File: config.mk
export PLATFORM = sky130hd
export DESIGN_NAME = dcache_line_mover
export DESIGN_NICKNAME = d
export VERILOG_FILES = /design/src/rtl/dcache_line_mover.sv
export SDC_FILE = /design/constraint.sdc
export NUM_CORES = 2
export LEC_CHECK = 0
export ABC_AREA = 1
export CORE_AREA = 2 2 498 500
export CTS_CLUSTER_SIZE = 28
export DETAILED_ROUTE_END_ITERATION = 7
export DIE_AREA = 0 0 500 502
export DONT_BUFFER_PORTS = 1
export GPL_ROUTABILITY_DRIVEN = 0
export PLACE_DENSITY_LB_ADDON = 0.05
export SYNTH_ARGS = -nofsm -noshare
export SYNTH_HDL_FRONTEND = slang
export SYNTH_SLANG_ARGS = --single-unit
File: constraint.sdc
create_clock -name clk -period 2.2 [get_ports clk]
set_input_delay 0.44 -clock clk [delete_from_list [all_inputs] [get_ports clk]]
set_output_delay 0.44 -clock clk [all_outputs]
set_load 0.02 [all_outputs]
File: src/rtl/dcache_line_mover.sv
// Line-fill / write-back engine: dirty victim out as one AXI INCR write burst, refill in as one AXI INCR read burst.
// Optional build macro DCACHE_RESP_ERR_EN enables the sticky response-error flag on err_o.
module dcache_line_mover #(
  parameter  int unsigned DATA_W        = 32,
  parameter  int unsigned WORD_OFF_SIZE = 4,
  parameter  int unsigned ADDR_W        = 32,
  localparam int unsigned LINE_W        = DATA_W << WORD_OFF_SIZE
) (
  input  logic              clk,
  input  logic              resetn,
  input  logic              req_valid_i,
  output logic              req_ready_o,
  input  logic              req_wb_i,
  input  logic [ADDR_W-1:0] req_wb_addr_i,
  input  logic [LINE_W-1:0] req_wb_data_i,
  input  logic [ADDR_W-1:0] req_rf_addr_i,
  output logic              done_o,
  output logic [LINE_W-1:0] rf_data_o,
  output logic              err_o,
  output logic [ADDR_W-1:0] awaddr_o,
  output logic [7:0]        awlen_o,
  output logic [2:0]        awsize_o,
  output logic [1:0]        awburst_o,
  output logic              awvalid_o,
  input  logic              awready_i,
  output logic [DATA_W-1:0] wdata_o,
  output logic [DATA_W/8-1:0] wstrb_o,
  output logic              wlast_o,
  output logic              wvalid_o,
  input  logic              wready_i,
  input  logic [1:0]        bresp_i,
  input  logic              bvalid_i,
  output logic              bready_o,
  output logic [ADDR_W-1:0] araddr_o,
  output logic [7:0]        arlen_o,
  output logic [2:0]        arsize_o,
  output logic [1:0]        arburst_o,
  output logic              arvalid_o,
  input  logic              arready_i,
  input  logic [DATA_W-1:0] rdata_i,
  input  logic [1:0]        rresp_i,
  input  logic              rlast_i,
  input  logic              rvalid_i,
  output logic              rready_o
);

  localparam int unsigned WORDS  = 1 << WORD_OFF_SIZE;
  localparam int unsigned CNT_W  = WORD_OFF_SIZE;
  localparam int unsigned OFF_W  = $clog2(DATA_W / 8) + WORD_OFF_SIZE;
  localparam int unsigned LADR_W = ADDR_W - OFF_W;
  localparam logic [CNT_W-1:0] CNT_LAST   = CNT_W'(WORDS - 1);
  localparam logic [7:0]       BURST_LEN  = 8'(WORDS - 1);
  localparam logic [2:0]       BURST_SIZE = 3'($clog2(DATA_W / 8));
  localparam logic [1:0]       BURST_INCR = 2'b01;

  typedef enum logic [2:0] {S_IDLE, S_AW, S_W, S_B, S_AR, S_R, S_DONE} state_e;

  state_e                        state_q;
  logic [CNT_W-1:0]              cnt_q;
  logic                          done_q;
  logic [LADR_W-1:0]             wb_addr_q;
  logic [LADR_W-1:0]             rf_addr_q;
  logic [WORDS-1:0][DATA_W-1:0]  wb_data_q;
  logic [WORDS-1:0][DATA_W-1:0]  rf_data_q;

  // Main sequencer: optional write-back burst, then refill burst, then done pulse.
  always_ff @(posedge clk) begin
    if (!resetn) begin
      state_q   <= S_IDLE;
      cnt_q     <= '0;
      done_q    <= 1'b0;
      rf_data_q <= '0;
      wb_addr_q <= '0;
      rf_addr_q <= '0;
      wb_data_q <= '0;
    end else begin
      done_q <= 1'b0;
      case (state_q)
        S_IDLE: if (req_valid_i) begin
          wb_addr_q <= req_wb_addr_i[ADDR_W-1:OFF_W];
          rf_addr_q <= req_rf_addr_i[ADDR_W-1:OFF_W];
          wb_data_q <= req_wb_data_i;
          state_q   <= req_wb_i ? S_AW : S_AR;
        end
        S_AW: if (awready_i) begin
          cnt_q   <= '0;
          state_q <= S_W;
        end
        S_W: if (wready_i) begin
          cnt_q <= cnt_q + CNT_W'(1);
          if (cnt_q == CNT_LAST) state_q <= S_B;
        end
        S_B: if (bvalid_i) state_q <= S_AR;
        S_AR: if (arready_i) begin
          cnt_q   <= '0;
          state_q <= S_R;
        end
        // Extra beats beyond the line overwrite the last word.
        S_R: if (rvalid_i) begin
          rf_data_q[cnt_q] <= rdata_i;
          if (cnt_q != CNT_LAST) cnt_q <= cnt_q + CNT_W'(1);
          if (rlast_i) state_q <= S_DONE;
        end
        S_DONE: begin
          done_q  <= 1'b1;
          state_q <= S_IDLE;
        end
        default: state_q <= S_IDLE;
      endcase
    end
  end

  assign req_ready_o = resetn && (state_q == S_IDLE);
  assign done_o      = done_q;
  assign rf_data_o   = rf_data_q;

  assign awvalid_o = (state_q == S_AW);
  assign awaddr_o  = {wb_addr_q, OFF_W'(0)};
  assign awlen_o   = BURST_LEN;
  assign awsize_o  = BURST_SIZE;
  assign awburst_o = BURST_INCR;

  assign wvalid_o = (state_q == S_W);
  assign wdata_o  = wb_data_q[cnt_q];
  assign wstrb_o  = '1;
  assign wlast_o  = (state_q == S_W) && (cnt_q == CNT_LAST);

  assign bready_o = (state_q == S_B);

  assign arvalid_o = (state_q == S_AR);
  assign araddr_o  = {rf_addr_q, OFF_W'(0)};
  assign arlen_o   = BURST_LEN;
  assign arsize_o  = BURST_SIZE;
  assign arburst_o = BURST_INCR;

  assign rready_o = (state_q == S_R);

`ifdef DCACHE_RESP_ERR_EN
  logic err_q;
  logic unused_bits;

  // Sticky: any non-OKAY response on a B or R handshake.
  always_ff @(posedge clk) begin
    if (!resetn) begin
      err_q <= 1'b0;
    end else if ((state_q == S_B && bvalid_i && bresp_i != 2'b00) ||
                 (state_q == S_R && rvalid_i && rresp_i != 2'b00)) begin
      err_q <= 1'b1;
    end
  end

  assign err_o       = err_q;
  assign unused_bits = ^{req_wb_addr_i[OFF_W-1:0], req_rf_addr_i[OFF_W-1:0]};
`else
  logic unused_bits;

  assign err_o       = 1'b0;
  assign unused_bits = ^{req_wb_addr_i[OFF_W-1:0], req_rf_addr_i[OFF_W-1:0], bresp_i, rresp_i};
`endif

endmodule

== Word-level counts from Yosys, hierarchy flattened ==
Cells that the tools add are included.
Word-level totals
  register bits: 1084
  input port bits: 622
  output and inout bits: 647
  word-level logic and storage cells: 88
Cells by class
  muxes and demuxes: 22
  order comparisons: 2
  add/sub/neg operators: 1
  reduce and logical (&&, ||, !) cells: 9
  equal/unequal tests: 17
Operators by type and width (number)
  $bwmux W512: 1
  $bmux W32 S4: 1
  $demux W32 S4: 1
  $mux W32: 2
  $mux W3: 9
  $mux W4: 5
  $pmux W3 S6: 1
  $pmux W4 S4: 1
  $ne A2 B1 Y1 const B: 5
  $eq A3 B3 Y1 const B: 3
  $ne A2 B2 Y1 const B: 4
  $reduce_and A8 Y1: 1
  $eq A3 B2 Y1 const B: 2
  $reduce_and A6 Y1: 1
  $lt A4 B5 Y1 const B: 1
  $add A4 B1 Y4 const B: 1
  $eq A4 B4 Y1 const B: 1
  $ge A4 B1 Y1 const B: 1
  $ne A4 B4 Y1 const B: 1
  $reduce_and A2 Y1: 2
  $reduce_bool A4 Y1: 1
  $eq A3 B1 Y1 const B: 1
  $logic_and A1 B1 Y1: 3
  $logic_not A3 Y1: 1
  $mux W1: 1

== Depth between registers and ports, before layout ==
  word-level depth: 5
  gate-level depth with buffers: 11
  gate-level depth less buffers: 10

== Least setup slack after synthesis ==
OpenSTA, ideal clock, no wires.
  path type: input to output
  start point: input port resetn
  end point: output port req_ready_o
  setup slack: 92 ps
  data required time: 1760 ps
  data arrival time: 1668 ps
  stages: 4
  path buffers: 2
  cells stage by stage: clkbuf_1 clkbuf_1 inv_1 nor4_1
On the way
  longest elaborated chain between the ends: 1
Ends and longest elaborated chain
  start: declaration: RTL line 10  | input logic resetn,
  $logic_and A1 B1 Y1: RTL line 113  | assign req_ready_o = resetn && (state_q == S_IDLE);
  end: declaration: RTL line 12  | output logic req_ready_o,
No other way between the ends.

== Worst setup path in the final report ==
  start point: register cnt_q[0]
  end point: output port wdata_o[31]
On the way
  longest elaborated chain between the ends: 2
Ends and longest elaborated chain
  start: declaration: RTL line 59  | logic [CNT_W-1:0] cnt_q;
  start signal: assignment: RTL line 90  | cnt_q <= cnt_q + CNT_W'(1);
  start signal: assignment: RTL line 101  | if (cnt_q != CNT_LAST) cnt_q <= cnt_q + CNT_W'(1);
  $bmux W32 S4: RTL line 124  | assign wdata_o = wb_data_q[cnt_q];
  $mux W32 (not written as such): RTL line 124
  end: declaration: RTL line 26  | output logic [DATA_W-1:0] wdata_o,
No other way between the ends. The select of a mux whose other input is x is not followed.

==> metrics.txt <==
# TYPE chip_impl_metric gauge
chip_impl_metric{name="critical_path_peak_fanout",unit=""} 8
chip_impl_metric{name="postRouteAntennaNets",unit=""} 0
chip_impl_info{name="cp_top_family",value="buffers and inverters"} 1
chip_impl_metric{name="route.detailed.drc",unit=""} 0
chip_impl_metric{name="port_buffer_count",unit=""} 0
chip_impl_metric{name="crit_required",unit="ps"} 1760
chip_impl_metric{name="syn-cell-area",unit="µm²"} 42800
chip_impl_info{name="worst_setup_path_end_kind",value="primary output"} 1
chip_impl_metric{name="skew",unit="ps"} 46.7
chip_impl_metric{name="routed_wire_length_per_instance",unit="µm"} 26.1
chip_impl_info{name="critical_path_class",value="reg -> out"} 1
chip_impl_metric{name="vias_per_cell",unit=""} 4.17
chip_impl_metric{name="totalWireLength",unit="µm"} 260000
chip_impl_info{name="synth_area_leaders",value="dfxtp_1 (51%), o21ai_0 (14%), a21oi_1 (9.7%), nor2_1 (9.1%), inv_1 (5.1%)"} 1
chip_impl_info{name="worst_hold_path.endpoint",value="wb_data_q[476]"} 1
chip_impl_metric{name="pre_antenna_drt_iters",unit=""} 5
chip_impl_metric{name="totalNegativeSetupSlack",unit="ps"} -27830
chip_impl_metric{name="flow.area_growth_from_synthesis",unit="%"} 46.2
chip_impl_metric{name="yosysWarnings",unit=""} 0
chip_impl_metric{name="layout_net_count",unit=""} 7220
chip_impl_info{name="unrepaired_setup_endpoints_after_global_routing",value="yes"} 1
chip_impl_metric{name="cp.arrival",unit="ps"} 2750
chip_impl_info{name="hold_path.class",value="in -> reg"} 1
chip_impl_metric{name="clock_insertion_delay_worst_skew",unit="ps"} 800
chip_impl_metric{name="overflow",unit=""} 0
chip_impl_metric{name="post_synth_inst_count",unit=""} 5773
chip_impl_metric{name="regArea",unit="µm²"} 21700
chip_impl_metric{name="area_share_of_the_largest_cell_type_after_synthesis",unit=""} 0.508
chip_impl_metric{name="power.total",unit="mW"} 78.2
chip_impl_metric{name="tritoncts_buffer_count",unit=""} 146
chip_impl_info{name="clock_tree.root_cell",value="clkbuf_16"} 1
chip_impl_metric{name="rr_worst_depth",unit=""} 7
chip_impl_metric{name="drv_slew",unit=""} 0
chip_impl_info{name="cts_tree",value="built"} 1
chip_impl_metric{name="clk_pin_slew",unit="ps"} 60
chip_impl_metric{name="post-route-period-util",unit=""} 1.45
chip_impl_metric{name="detailedRoute.firstIterationViolations",unit=""} 2392
chip_impl_metric{name="antenna_found_initial",unit=""} 55
chip_impl_metric{name="width_of_the_die",unit="µm"} 500
chip_impl_metric{name="die_h",unit="µm"} 502
chip_impl_metric{name="core_region_area",unit="µm²"} 245000
chip_impl_info{name="worstReg2RegEnd",value="wb_data_q[434]"} 1
chip_impl_metric{name="vias",unit=""} 41500
chip_impl_info{name="sort_of_element_at_the_start_of_the_critical_path",value="flip-flop"} 1
chip_impl_metric{name="largest_net_degree_at_the_start_of_global_routing",unit=""} 878
chip_impl_metric{name="max_slew.worst_pin.slew",unit="ps"} 1190
chip_impl_metric{name="final.fill_count",unit=""} 26900
chip_impl_info{name="violations_in_the_final_reports",value="negative setup slack"} 1
chip_impl_metric{name="htree_num_levels",unit=""} 4
chip_impl_metric{name="synth-seq-area-share",unit=""} 0.508
chip_impl_metric{name="layout-drive-gt1-share",unit=""} 0.130
chip_impl_metric{name="max-clock-path-buffers",unit=""} 3
chip_impl_info{name="yosys.area.top_type",value="dfxtp_1"} 1
chip_impl_metric{name="post_synth.cell_area_avg",unit="µm²"} 7.41
chip_impl_info{name="outcome",value="finished with violations"} 1
chip_impl_metric{name="initial_core_util",unit=""} 0.174
chip_impl_metric{name="worst-r2r-setup-slack",unit="ps"} -10
chip_impl_metric{name="minimum_setup_slack_after_placement",unit="ps"} -517
chip_impl_metric{name="max_freq",unit="MHz"} 313
chip_impl_metric{name="report.final.hold_viol_count",unit=""} 0
chip_impl_metric{name="synth-seq-cells",unit=""} 1084
chip_impl_metric{name="worst-path-buf-inv",unit=""} 4
chip_impl_metric{name="power-per-cell-area",unit="nW/µm²"} 1250
chip_impl_metric{name="cp_peak_stage_delay",unit="ps"} 580
chip_impl_info{name="timing.critical_path.cells",value="buf_12 > clkinv_16 > buf_12 > o21ai_2 > nand2_1 > nand2_1 > nand4_1 > buf_6"} 1
chip_impl_metric{name="multi_input_comb_area",unit="µm²"} 17000
chip_impl_info{name="r2r_startpoint",value="state_q[0]"} 1
chip_impl_metric{name="first_global_vias",unit=""} 41300
chip_impl_metric{name="fp.dieArea",unit="µm²"} 251000
chip_impl_info{name="commonest_cells_after_routing_fill_and_taps_aside",value="dfxtp_1 (1077), o21ai_0 (1073), nor2_1 (1033)"} 1
chip_impl_info{name="mostFrequentLayoutCell",value="dfxtp_1"} 1
chip_impl_metric{name="hpwlAfterDp",unit="µm"} 186000
chip_impl_metric{name="postLayoutSetupSlackWorst",unit="ps"} -995
chip_impl_metric{name="ys_types",unit=""} 29
chip_impl_metric{name="setup_viol_count_final",unit=""} 36
chip_impl_metric{name="static-leakage-power",unit="nW"} 24.9
chip_impl_metric{name="overall_global_routing_resource_usage",unit=""} 0.198
chip_impl_metric{name="cap_violations",unit=""} 0
chip_impl_info{name="hold_path.startpoint",value="req_wb_data_i[476]"} 1
chip_impl_metric{name="worst_hold_path.num_cells",unit=""} 2
chip_impl_metric{name="top_level_ports",unit=""} 1269
chip_impl_metric{name="timing.max_slew.rel_slack",unit=""} 0.205
chip_impl_metric{name="worst_ir_drop_vdd",unit="V"} 0.000666
chip_impl_metric{name="num_rows",unit=""} 182
chip_impl_metric{name="first_pass_grt_wire_length",unit="µm"} 349000
chip_impl_metric{name="layout_min_cycle_time",unit="ps"} 3190
chip_impl_info{name="cp_slowest_cell",value="nand4_1"} 1
chip_impl_metric{name="cts.sink_count",unit=""} 1084
## where the power goes
part / switching (mW) / total, mW / internal, mW
Clock: 10.3 / 24.9 / 14.6
Combinational: 17.4 / 28.7 / 11.3
Sequential: 1.89 / 24.6 / 22.7
## worst max path at each step
stage | startpoint | endpoint | slack [ps] | cells after the start
global route | cnt_q[0] | wdata_o[31] | -1120 | 8
CTS | cnt_q[0] | wdata_o[31] | -1130 | 9
floorplan | resetn | req_ready_o | 90 | 4
finish | cnt_q[0] | wdata_o[31] | -990 | 8
detailed placement | cnt_q[0] | wdata_o[31] | -520 | 8
global placement | cnt_q[0] | wdata_o[31] | -550 | 8
## repair_timing
item | 4_1_cts | 5_1_grt
resized for setup | 210 | 117
endpoints found under the setup margin | 181 | 293
hold endpoints to repair | 1068 | 122
gates cloned | 5 | 2
pin swaps | 15 | 18
buffers inserted | 14 | 0
hold buffers | 702 | 3
## per-stage QoR
| stage | util | cells | hold WS (ps) | cell area (µm²) |
|---|---|---|---|---|
| finish | 0.255 | 9962 | 82.5 | 62500 |
| global route | 0.255 | 9949 | 10.7 | 62500 |
| CTS | 0.253 | 9923 | 1.54 | 62000 |
| detailed placement | 0.199 | 8938 | 430 | 48800 |
| global placement | 0.199 | 8938 | 426 | 48800 |
| floorplan | - | 5814 | 420 | 42900 |
## sequential cells by signal, summed over array words and instances, names as in the netlist
name	count
state_q	3
wb_addr_q	26
wb_data_q	512
rf_addr_q	26
done_o	1
cnt_q	4
rf_data_o	512
## cell usage after synthesis, drive strengths merged
cell	count
o21ai	1335
dfxtp	1084
nor2	1054
a21oi	831
inv	605
clkbuf	307
nand2	286
buf	209
nand4	33
nand3	18
ha	4
conb	2
nand3b	1
nor3	1
nor4	1
xnor2	1
xor2	1
## cell type report
type,instances,share of cell area
Antenna cell,32,0.00128
Clock buffer,231,0.0718
Clock inverter,33,0.00823
Inverter,605,0.0371
Multi-Input combinational cell,3609,0.272
Sequential cell,1084,0.347
Tap cell,3220,0.0644
Timing Repair Buffer,1146,0.197
Timing Repair inverter,2,0.000500
## cell families after synthesis
kind of cell | synth area share
compound gates | 0.254
simple gates | 0.129
buf+inv | 0.108
flops | 0.508
fa+ha+maj | 0.00117
xor+xnor | 0.000410
other cells | 0.000176
## per-layer routing
layer / up-vias / track usage / routed length (µm)
met5: - / 0 / 91
met4: 14 / 0.0495 / 6570
met3: 275 / 0.0807 / 23500
met2: 1180 / 0.345 / 127000
met1: 19700 / 0.222 / 102000
li1: 20400 / - / -
Power figures use the tool's default switching activity.
